==> src/rtl/pma_region_walker.sv <==
// Sequential PMA lookup: classifies one physical address against the execute, cached and
// non-idempotent rule tables, walking one rule index per cycle across all tables at once.
module pma_region_walker #(
    parameter int              ADDR_W       = 64,
    parameter int              ID_W         = 4,
    parameter int              NR_EXEC      = 3,
    parameter int              NR_CACHED    = 1,
    parameter int              NR_NONIDEM   = 2,
    parameter logic [1023:0]   EXEC_BASE    = 1024'({64'h8000_0000, 64'h1_0000, 64'h0}),
    parameter logic [1023:0]   EXEC_LEN     = 1024'({64'h4000_0000, 64'h1_0000, 64'h1000}),
    parameter logic [1023:0]   CACHED_BASE  = 1024'({64'h8000_0000}),
    parameter logic [1023:0]   CACHED_LEN   = 1024'({64'h4000_0000}),
    parameter logic [1023:0]   NONIDEM_BASE = 1024'(0),
    parameter logic [1023:0]   NONIDEM_LEN  = 1024'(0)
) (
    input  logic              clk_i,
    input  logic              rst_i,
    input  logic              flush_i,
    input  logic              req_valid_i,
    output logic              req_ready_o,
    input  logic [ADDR_W-1:0] req_addr_i,
    input  logic [ID_W-1:0]   req_id_i,
    output logic              rsp_valid_o,
    input  logic              rsp_ready_i,
    output logic [ID_W-1:0]   rsp_id_o,
    output logic              rsp_exec_o,
    output logic              rsp_cached_o,
    output logic              rsp_nonidem_o,
    output logic              busy_o
);

    localparam int NRMAX_EC = (NR_EXEC > NR_CACHED) ? NR_EXEC : NR_CACHED;
    localparam int NRMAX_3  = (NRMAX_EC > NR_NONIDEM) ? NRMAX_EC : NR_NONIDEM;
    localparam int NRMAX    = (NRMAX_3 > 1) ? NRMAX_3 : 1;
    localparam int IDX_W    = $clog2(16) + 1;

    typedef enum logic [1:0] {
        IDLE,
        SCAN,
        RESP
    } state_t;

    state_t             state;
    logic [IDX_W-1:0]   idx;
    logic [63:0]        addr_q;
    logic [2:0]         hit_now;   // {nonidem, cached, exec} for the current index
    logic [2:0]         hit_q;     // hits of the previous index, folded into flags next edge
    logic [2:0]         flags;

    // Rules beyond a table's valid count or with zero length never match; the end
    // bound is computed in 65 bits so regions touching the top of memory do not wrap.
    function automatic logic rule_hit(input logic [1023:0]  base_tbl,
                                      input logic [1023:0]  len_tbl,
                                      input int             nr,
                                      input logic [IDX_W-1:0] i,
                                      input logic [63:0]    a);
        logic [63:0] base;
        logic [63:0] len;
        logic [64:0] lim;
        if (int'(i) >= nr) return 1'b0;
        base = base_tbl[{i[3:0], 6'b0} +: 64];
        len  = len_tbl[{i[3:0], 6'b0} +: 64];
        lim  = {1'b0, base} + {1'b0, len};
        return (len != 64'd0) && (a >= base) && ({1'b0, a} < lim);
    endfunction

    always_comb begin
        hit_now    = '0;
        hit_now[0] = rule_hit(EXEC_BASE, EXEC_LEN, NR_EXEC, idx, addr_q);
        hit_now[1] = rule_hit(CACHED_BASE, CACHED_LEN, NR_CACHED, idx, addr_q);
        hit_now[2] = rule_hit(NONIDEM_BASE, NONIDEM_LEN, NR_NONIDEM, idx, addr_q);
    end

    // NOTE: state registers use non-blocking assignments so every register samples
    // the pre-edge values; blocking here would create order-dependent simulation.
    always_ff @(posedge clk_i or posedge rst_i) begin
        if (rst_i) begin
            state    <= IDLE;
            idx      <= '0;
            addr_q   <= '0;
            hit_q    <= '0;
            flags    <= '0;
            rsp_id_o <= '0;
        end else begin
            case (state)
                IDLE: begin
                    if (req_valid_i && !flush_i) begin
                        addr_q   <= 64'(req_addr_i);
                        rsp_id_o <= req_id_i;
                        flags    <= '0;
                        hit_q    <= '0;
                        idx      <= '0;
                        state    <= SCAN;
                    end
                end
                SCAN: begin
                    if (flush_i) begin
                        flags <= '0;
                        hit_q <= '0;
                        idx   <= '0;
                        state <= IDLE;
                    end else begin
                        // One extra pass drains the last index's hits into flags.
                        flags <= flags | hit_q;
                        hit_q <= hit_now;
                        idx   <= idx + 1'b1;
                        if (idx == IDX_W'(NRMAX)) state <= RESP;
                    end
                end
                RESP: begin
                    if (flush_i) begin
                        flags <= '0;
                        state <= IDLE;
                    end else if (rsp_ready_i) begin
                        state <= IDLE;
                    end
                end
                default: state <= IDLE;
            endcase
        end
    end

    assign req_ready_o   = (state == IDLE);
    assign busy_o        = (state != IDLE);
    assign rsp_valid_o   = (state == RESP);
    assign rsp_exec_o    = flags[0];
    assign rsp_cached_o  = flags[1];
    assign rsp_nonidem_o = flags[2];

endmodule

==> config.mk <==
export PLATFORM = sky130hd
export DESIGN_NAME = pma_region_walker
export DESIGN_NICKNAME = d
export VERILOG_FILES = /design/src/rtl/pma_region_walker.sv
export SDC_FILE = /design/constraint.sdc
export NUM_CORES = 1
export LEC_CHECK = 0
export ABC_AREA = 1
export BUFFER_PORTS_ARGS = -buffer_cell sky130_fd_sc_hd__buf_2
export CORE_ASPECT_RATIO = 0.7
export CORE_MARGIN = 10
export CORE_UTILIZATION = 39
export DETAILED_ROUTE_END_ITERATION = 10
export MAX_ROUTING_LAYER = met4
export PLACE_DENSITY_LB_ADDON = 0.25
export SETUP_SLACK_MARGIN = 0.1
export SKIP_CTS_REPAIR_TIMING = 1
export SLEW_MARGIN = 20
export SYNTH_ARGS = -nofsm -noshare
export SYNTH_HDL_FRONTEND = slang
export SYNTH_SLANG_ARGS = --single-unit
==> constraint.sdc <==
create_clock -name clk_i -period 2.2 [get_ports clk_i]
set_input_delay 0.33 -clock clk_i [delete_from_list [all_inputs] [get_ports clk_i]]
set_output_delay 0.33 -clock clk_i [all_outputs]
set_load 0.1 [all_outputs]
==> results.json <==
{
  "end_kind": "flop",
  "leakage_nw": 1.957,
  "final_cell_mix": "nor2_1 (71), buf_2 (69), dfrtp_1 (67)",
  "required_ns": 2.42,
  "r2r_slack_ns": 0.28,
  "drc": 0,
  "fmax_mhz": 521.1,
  "rsz0062_at_grt": "false",
  "htree_levels": 3,
  "drive_gt1_frac": 0.3318,
  "power.density_nw_per_um2": 1034,
  "grt_first_pass_wirelength_um": 12250,
  "antenna_left": 0,
  "die_area_um2": 12430,
  "finalCritPeriodShare": 0.8723,
  "grt_max_degree": 68,
  "synth.avg_cell_area_um2": 9.486,
  "nets": 501,
  "antenna_found_initial": 1,
  "synth_warnings": 0,
  "holdWs_ns": 0.06347,
  "wl_per_cell_um": 13.50,
  "fill_cells": 753,
  "cts_buffer_depth": 2,
  "path_max_fanout": 4,
  "synthToLayoutAreaGrowth_pct": 25.03,
  "cts.sinks": 67,
  "yosysUniqueCellTypes": 26,
  "finalWorstSetupSlack_ns": 0.2809,
  "final.min_clock_period_ns": 1.919,
  "rows": 27,
  "cp_data_arrival_time_ns": 2.14,
  "fin_setup_tns_ns": 0,
  "hold_path.class": "primary input to async pin",
  "postSynthCellCount": 342,
  "cts_inserted_buffers": 9,
  "crit_type": "flop to flop",
  "startpoint_type": "flop",
  "cts_tree": "yes",
  "final_common_cell": "nor2_1",
  "drt-pass1-iter-count": 4,
  "hold_violations": 0,
  "coreArea_um2": 7973,
  "die_x_um": 129.0,
  "synth_area_um2": 3244,
  "max-vdd-ir-drop_mv": 0.5626,
  "path_clk_slew_ns": 0.05,
  "post-place-ws_ns": 0.2153,
  "status": "complete, no violations",
  "insertion_delay_ns": 0.33,
  "setup_violations": 0,
  "root_buffer": "clkbuf_16",
  "clock-skew-final_ns": 0.004136,
  "maxSlewViolCount": 0,
  "drt_iter0_markers": 126,
  "wl_um": 7073,
  "ys_ff_latch": 67,
  "grt_pass1_vias": 2657,
  "grt_overflow": 0,
  "gr-usage-all-layers": 0.1297,
  "drv_cap": 0,
  "numPortBuffers": 69,
  "synth.net_count": 426,
  "seq_area_frac_synth": 0.5168,
  "hpwlAfterDp_um": 5362,
  "vias_per_cell": 4.622,
  "pin_count": 83,
  "floorplan.initialDensity": 0.4069,
  "vias": 2422,
  "die_y_um": 96.31,
  "place_congestion": 0.8088
}
==> per-stage QoR <==
stage,cell area [um^2],power [mW],cells,utilization
floorplan,3247,2.412,342,-
global placement,3715,2.623,506,0.4659
detailed placement,3715,2.658,506,0.4659
CTS,4044,4.246,522,0.5072
global route,4056,4.473,524,0.5088
finish,4056,4.194,524,0.5088
==> logic make-up (layout without fill, tap and decap cells) <==
logic type               after synthesis  in the layout  share of synthesized area
adder cells (fa/ha/maj)               11             11                    0.04242
buffers and inverters                 41            121                    0.05399
other                                  1              2                   0.001156
flip-flops                            67             67                     0.5168
AO/OA/AOI/OAI                         29             29                    0.04705
XOR/XNOR                               3              3                   0.008100
AND/OR/NAND/NOR                      151            151                     0.1951
multiplexers                          39             39                     0.1354
==> critical path, stage by stage (launching register included) <==
cell and delay, ns:
dfrtp_1 0.40, inv_2 0.09, ha_1 0.17, nand2_1 0.11, ha_1 0.28, or2_2 0.29
nor2_1 0.11, nand3_1 0.08, nand2_1 0.09, nand3_1 0.07, nand3_1 0.08, nand2_1 0.05
==> synth_stat cells <==
master / number / area share
nand3_2: 1 / 0.0031
nor2_4: 1 / 0.0035
nor3_1: 4 / 0.0062
o21ai_0: 6 / 0.0093
nand3b_1: 1 / 0.0023
mux2_2: 39 / 0.14
nand4_1: 5 / 0.0096
nor2_2: 1 / 0.0019
o22ai_1: 2 / 0.0039
buf_2: 8 / 0.012
nand2_4: 1 / 0.0035
nand2_2: 1 / 0.0019
conb_1: 1 / 0.0012
o31ai_1: 1 / 0.0023
dfrtp_1: 67 / 0.52
buf_6: 1 / 0.0035
ha_1: 11 / 0.042
inv_1: 31 / 0.036
or2_2: 2 / 0.0039
a21oi_1: 19 / 0.029
buf_4: 1 / 0.0023
nand2_1: 50 / 0.058
nor2_1: 73 / 0.084
o21bai_1: 1 / 0.0023
nand3_1: 11 / 0.017
xor2_1: 3 / 0.0081
==> final timing paths <==
| kind | start | endpoint | depth (start not counted) |
|---|---|---|---|
| worst min register to register | hit_q[0] | hit_q[0] | 2 |
| min in group clk_i | rsp_ready_i | state[1] | 2 |
| worst max register to register | idx[1] | hit_q[0] | 11 |
| worst max-delay path | idx[1] | hit_q[0] | 11 |
| max in group asynchronous | rst_i | idx[1] | 3 |
| worst min-delay path | rst_i | addr_q[61] | 3 |
==> layer usage <==
layer,routed length [um],track usage
met1,3542,0.1562
met4,104,0.04245
met2,2903,0.1879
met5,0,-
met3,522,0.06205
==> flip-flops by register name (all words and copies together) (netlist names) <==
register  cells
addr_q       52
flags         2
hit_q         2
idx           5
rsp_id_o      4
state         2
==> power breakdown <==
group	leakage [nW]	total, mW	switching [mW]	internal [mW]
combinational	1.01	0.972	0.578	0.394
sequential	0.793	1.66	0.173	1.49
clock	0.159	1.56	0.508	1.05
==> layout make-up <==
type	instances	area [um^2]	area share
Antenna cell	1	2.502	0.0006169
Clock buffer	12	256.5	0.06323
Clock inverter	4	72.57	0.01789
Inverter	31	116.4	0.02869
Multi-Input combinational cell	234	1398	0.3445
Sequential cell	67	1677	0.4133
Tap cell	101	126.4	0.03115
Timing Repair Buffer	74	407.9	0.1006
Note: power is estimated with default switching activity, not from simulation.
